**src/rtl/mul_sched_pkg.sv**
```systemverilog
// mul_sched_pkg: shared state encoding and index-width helper for the multiply job scheduler.
package mul_sched_pkg;

   typedef enum logic [2:0] {IDLE, LAUNCH, WAIT, RESP, FLUSH, RECOVER} state_e;

   function automatic int idw(input int n);
      return (n > 1) ? $clog2(n) : 1;
   endfunction

endpackage

```
**src/rtl/rr_arbiter.sv**
```systemverilog
// rr_arbiter: combinational round-robin pick starting at ptr and wrapping modulo NUM_REQ.
module rr_arbiter
   import mul_sched_pkg::*;
#(
   parameter int  NUM_REQ = 4,
   localparam int IDW     = idw(NUM_REQ)
) (
   input  logic [IDW-1:0]     ptr,
   input  logic [NUM_REQ-1:0] req,
   output logic [NUM_REQ-1:0] grant,
   output logic [IDW-1:0]     idx
);

   // Walk from the farthest offset back to ptr so the nearest requester overrides.
   always_comb begin
      grant = '0;
      idx   = '0;
      for (int i = NUM_REQ - 1; i >= 0; i--) begin
         if (req[(int'(ptr) + i) % NUM_REQ]) begin
            grant                              = '0;
            grant[(int'(ptr) + i) % NUM_REQ]   = 1'b1;
            idx                                = IDW'((int'(ptr) + i) % NUM_REQ);
         end
      end
   end

endmodule

```
**src/rtl/mul_job_scheduler.sv**
```systemverilog
// mul_job_scheduler: round-robin job scheduler driving a shared multiply engine.
// Defining MUL_SCHED_TIMEOUT_EN adds a watchdog that ends a stuck WAIT with rsp_err=1.
module mul_job_scheduler
   import mul_sched_pkg::*;
#(
   parameter int  BIT_WIDTH      = 16,
   parameter int  NUM_REQ        = 4,
   parameter int  TIMEOUT_CYCLES = 500,
   localparam int IDW            = idw(NUM_REQ)
) (
   input  logic                           clk,
   input  logic                           rst,
   input  logic [NUM_REQ-1:0]             req_valid,
   output logic [NUM_REQ-1:0]             req_ready,
   input  logic [NUM_REQ*BIT_WIDTH-1:0]   req_a,
   input  logic [NUM_REQ*BIT_WIDTH-1:0]   req_b,
   output logic                           rsp_valid,
   input  logic                           rsp_ready,
   output logic [IDW-1:0]                 rsp_id,
   output logic [BIT_WIDTH-1:0]           rsp_result,
   output logic                           rsp_err,
   output logic                           eng_start,
   output logic                           eng_rst_n,
   output logic [BIT_WIDTH-1:0]           eng_operand_a,
   output logic [BIT_WIDTH-1:0]           eng_operand_b,
   input  logic [BIT_WIDTH-1:0]           eng_result,
   input  logic                           eng_done,
   output logic                           busy
);

   if (NUM_REQ < 2 || NUM_REQ > 8 || TIMEOUT_CYCLES < 1) begin : g_cfg_check
      $error("mul_job_scheduler: NUM_REQ must be 2..8 and TIMEOUT_CYCLES positive");
   end

   state_e               state_q, state_d;
   logic [IDW-1:0]       ptr_q, ptr_d, id_q, id_d, gidx;
   logic [NUM_REQ-1:0]   grant;
   logic [BIT_WIDTH-1:0] opa_q, opa_d, opb_q, opb_d, res_q, res_d;
   logic                 flush_q, flush_d;
`ifdef MUL_SCHED_TIMEOUT_EN
   localparam int CW = $clog2(TIMEOUT_CYCLES + 1);
   logic [CW-1:0] cnt_q, cnt_d;
   logic          err_q, err_d;
   assign rsp_err = err_q;
`else
   assign rsp_err = 1'b0;
`endif

   rr_arbiter #(.NUM_REQ(NUM_REQ)) u_arb (
      .ptr   (ptr_q),
      .req   (req_valid),
      .grant (grant),
      .idx   (gidx)
   );

   // Reset is asynchronous, so outputs derived from state are also masked by rst directly.
   assign req_ready     = (state_q == IDLE && !rst) ? grant : '0;
   assign eng_start     = state_q == LAUNCH;
   assign eng_rst_n     = !rst && state_q != FLUSH;
   assign rsp_valid     = state_q == RESP;
   assign busy          = state_q != IDLE;
   assign rsp_id        = id_q;
   assign rsp_result    = res_q;
   assign eng_operand_a = opa_q;
   assign eng_operand_b = opb_q;

   always_comb begin
      state_d = state_q;
      ptr_d   = ptr_q;
      id_d    = id_q;
      opa_d   = opa_q;
      opb_d   = opb_q;
      res_d   = res_q;
      flush_d = flush_q;
`ifdef MUL_SCHED_TIMEOUT_EN
      cnt_d   = cnt_q;
      err_d   = err_q;
`endif
      case (state_q)
         IDLE: if (|grant) begin
            ptr_d   = (gidx == IDW'(NUM_REQ - 1)) ? '0 : gidx + 1'b1;
            id_d    = gidx;
            opa_d   = req_a[int'(gidx)*BIT_WIDTH +: BIT_WIDTH];
            opb_d   = req_b[int'(gidx)*BIT_WIDTH +: BIT_WIDTH];
            state_d = LAUNCH;
         end
         LAUNCH: begin
            state_d = WAIT;
`ifdef MUL_SCHED_TIMEOUT_EN
            cnt_d   = '0;
`endif
         end
         WAIT: if (eng_done) begin
            res_d   = eng_result;
`ifdef MUL_SCHED_TIMEOUT_EN
            err_d   = 1'b0;
`endif
            state_d = RESP;
         end
`ifdef MUL_SCHED_TIMEOUT_EN
         else if (cnt_q == CW'(TIMEOUT_CYCLES - 1)) begin
            res_d   = '0;
            err_d   = 1'b1;
            state_d = RESP;
         end else begin
            cnt_d   = cnt_q + 1'b1;
         end
`endif
         RESP: if (rsp_ready) begin
            flush_d = 1'b0;
            state_d = FLUSH;
         end
         FLUSH: begin
            flush_d = 1'b1;
            state_d = flush_q ? RECOVER : FLUSH;
         end
         RECOVER: state_d = IDLE;
         default: state_d = IDLE;
      endcase
   end

   always_ff @(posedge clk or posedge rst) begin
      if (rst) begin
         state_q <= IDLE;
         ptr_q   <= '0;
         id_q    <= '0;
         opa_q   <= '0;
         opb_q   <= '0;
         res_q   <= '0;
         flush_q <= 1'b0;
`ifdef MUL_SCHED_TIMEOUT_EN
         cnt_q   <= '0;
         err_q   <= 1'b0;
`endif
      end else begin
         state_q <= state_d;
         ptr_q   <= ptr_d;
         id_q    <= id_d;
         opa_q   <= opa_d;
         opb_q   <= opb_d;
         res_q   <= res_d;
         flush_q <= flush_d;
`ifdef MUL_SCHED_TIMEOUT_EN
         cnt_q   <= cnt_d;
         err_q   <= err_d;
`endif
      end
   end

endmodule
```
**config.mk**
```make
export PLATFORM = sky130hd
export DESIGN_NAME = mul_job_scheduler
export DESIGN_NICKNAME = d
export VERILOG_FILES = /design/src/rtl/mul_sched_pkg.sv /design/src/rtl/rr_arbiter.sv /design/src/rtl/mul_job_scheduler.sv
export SDC_FILE = /design/constraint.sdc
export NUM_CORES = 1
export LEC_CHECK = 0
export ABC_CLOCK_PERIOD_IN_PS = 3400
export CORE_MARGIN = 2
export CORE_UTILIZATION = 30
export CTS_CLUSTER_DIAMETER = 120
export DETAILED_ROUTE_END_ITERATION = 10
export PLACE_DENSITY = 0.74
export SYNTH_ARGS = -nofsm -noshare
export SYNTH_HDL_FRONTEND = slang
export SYNTH_SLANG_ARGS = --single-unit
```
**constraint.sdc**
```tcl
create_clock -name clk -period 3.4 [get_ports clk]
set_input_delay 0.85 -clock clk [delete_from_list [all_inputs] [get_ports clk]]
set_output_delay 0.85 -clock clk [all_outputs]
set_load 0.02 [all_outputs]
```
==> flow_summary.toml <==
[yosys]
netlist_top_cells_area = "dfrtp_1 38%, mux4_1 13%, mux2_4 11%, mux4_2 9.7%, mux2_2 7.3%"
synth_area_per_cell_um2 = 14.7
synth_cell_type_count = 40
synth_nets = 412
syn_area_mm2 = 0.00371
yosys_warnings = 0
ys.flop_type = "dfrtp_1"
yosysSeqAreaShare = 0.377
yosys.cell_count.top_type = "dfrtp_1"
syn_inst = 252
async_flop_share = 1.00
ys_top_cells_by_count = "56 x dfrtp_1, 28 x mux2_4, 24 x mux2_2"
ys_seq_elements = 56
yosys.area.top_type = "dfrtp_1"
synth_top_cell_area_share = 0.377
synth_edf_count = 0

[finish]
n_antenna_cell = 0
fin_util = 0.525
num-nets-final = 639
drive_gt1_frac = 0.265
multi_input_area_mm2 = 0.00219
fin_cells = 648
n_fill_cell = 1027
fin_area_mm2 = 0.00633
seqCellArea_mm2 = 0.00140
area_growth_syn_to_layout_pct = 70.5

[routing]
drt_first_pass_iters = 4
wl_um = 11000
wl_per_cell_um = 16.9
ant_nets = 0
viasPerCell = 4.89
vias = 3166
drcViolationCount = 0
drt-initial-drc-count = 140

[power]
peakVddDrop_uv = 412
power_w = 0.00637
switchingPower_w = 0.00243
clockPowerShare = 0.083
seq_power_share = 0.194
p_leak_nw = 2.61
internal_power_w = 0.00395
power.density_mw_per_mm2 = 1010
swShare = 0.381
combPwrFrac = 0.723

[global_route]
globalRouteTotalUtil = 0.157
grt_pass1_wl_um = 16400
grt_pass1_vias = 3292
antenna_found_initial = 0
grt_max_degree = 57
overflow = 0

[min_path]
hold_start = "eng_operand_a[11]"
hold_path_depth = 1
hold_path.class = "register to register"
min_to = "eng_operand_a[11]"

[worst_setup_path]
r2r_start = "ptr_q[0]"
start_kind = "input pin"
arrival_ns = 2.50
cp-end-kind = "output pin"
reg2reg_to = "eng_operand_b[10]"
startpoint = "req_valid[2]"
rrSetupSlack_ns = 0.22
worst-path-max-fanout = 6
r2r_cells = 10
path_class = "input pin to output pin"
critical_path_required_ns = 2.55

[status]
outcome = "completed"

[clock_tree]
cts_max_level = 2
clockBufferDepth = 2
cts_tree = "built"
clk_latency_ns = 0.29
numClockSinks = 56
root_buffer = "clkbuf_16"
cts_hold_buf = 0
cts_buffers = 5
clkTransAtPathRegs_ns = 0.08

[die]
fp.dieW_um = 115
core_mm2 = 0.0121
die_y_um = 115
dieArea_mm2 = 0.0133
initial_core_util = 0.308
num_rows = 40
io_pins = 211

[timing]
period_needed_ns = 3.35
tightestPinTransition_ns = 0.717
finalCritPeriodShare = 0.984
hold_viol_final = 0
rsz0062_at_grt = "no"
setup_viol = 0
drv_slew = 0
skew_ns = 0.00605
whs_ns = 0.507
fmax_mhz = 299
slew-limit-headroom = 0.522

[place]
placed_area_mm2 = 0.00614
portBuffers = 209
dp_cells = 635
place.gp.congestion = 0.861
hpwl_um = 8770

[flow_run]
drv_cap = 0
==> worst max path at each step <==
stage	end
after global routing	req_ready[0]
after floorplan	eng_operand_a[2]
after CTS	req_ready[0]
final	req_ready[0]
after global placement	req_ready[3]
after detailed placement	req_ready[1]
==> power by group through the flow <==
stage / logic (W) / registers, W / clock network (W)
after floorplan: 0.00263 / 0.00160 / 0
after global placement: 0.00446 / 0.00124 / 0
after detailed placement: 0.00455 / 0.00124 / 0
after CTS: 0.00463 / 0.00124 / 0.000551
after global routing: 0.00491 / 0.00129 / 0.000573
final: 0.00461 / 0.00124 / 0.000531
==> cells by family after synthesis <==
family	after synthesis	synth area share
AO/OA/AOI/OAI	35	0.0694
multiplexers	91	0.427
buffers and inverters	24	0.0465
adder cells (fa/ha/maj)	8	0.0269
AND/OR/NAND/NOR	36	0.0495
other	1	0.00101
flip-flops	56	0.377
XOR/XNOR	1	0.00236
==> repair_timing <==
action,4_1_cts,5_1_grt
endpoints found under the setup margin,37,3
resized for setup,25,3
setup buffers,4,1
pin swaps,2,4
==> cells in the final DEF, fill, tap and decap left out, types with 2 or more instances in the layout <==
cell             count
inv_6                2
inv_1                5
clkbuf_16            5
mux4_1              18
buf_2                2
clkdlybuf4s50_1    201
ha_1                 7
nand2_1              8
buf_12               6
dlygate4sd2_1        3
nor2_1              11
mux2_2              23
dfrtp_1             56
inv_2                2
buf_4               23
o21ai_0              9
nand3_1              5
o22ai_1              2
mux4_2              16
a21oi_1              6
mux2_4              29
mux2i_2              3
a41oi_2              4
clkinvlp_4           2
and2_1               5
a31oi_1              4
o211ai_1             4
nor4_2               2
==> per-layer routing <==
layer	track usage	routed length [um]	up-vias
met1	0.175	4060	1546
met3	0.0411	804	19
met4	0.0482	236	0
met5	0	0	-
li1	-	-	1438
met2	0.293	5850	163
==> sequential cells by signal, indices dropped and copies added (netlist names) <==
| register | count |
|---|---|
| eng_operand_a | 16 |
| eng_operand_b | 16 |
| rsp_result | 16 |
| state_q | 3 |
| ptr_q | 2 |
| rsp_id | 2 |
| flush_q | 1 |
==> critical path, stage by stage <==
cell and delay (ns):
dlygate4sd2_1 0.30, mux4_2 0.52, nor2b_4 0.19, nand3_1 0.11, a41oi_2 0.23, and2_1 0.15, buf_2 0.15
==> layout make-up <==
| cell class | count | area share |
|---|---|---|
| timing repair buffer | 236 | 0.370 |
| clock buffer | 5 | 0.0198 |
| inverter | 8 | 0.00533 |
| multi-input combinational | 172 | 0.346 |
| sequential | 56 | 0.221 |
| clock inverter | 3 | 0.00395 |
| tap | 168 | 0.0332 |
==> metrics by stage <==
| step | TNS [ns] | setup WS (ns) |
|---|---|---|
| final | 0 | 0.0538 |
| after global routing | 0 | 0.00636 |
| after CTS | 0 | 0.0546 |
| after detailed placement | -15.53 | -0.625 |
| after global placement | -10.34 | -0.551 |
| after floorplan | 0 | 0.0130 |
Power figures use the tool's default switching activity.
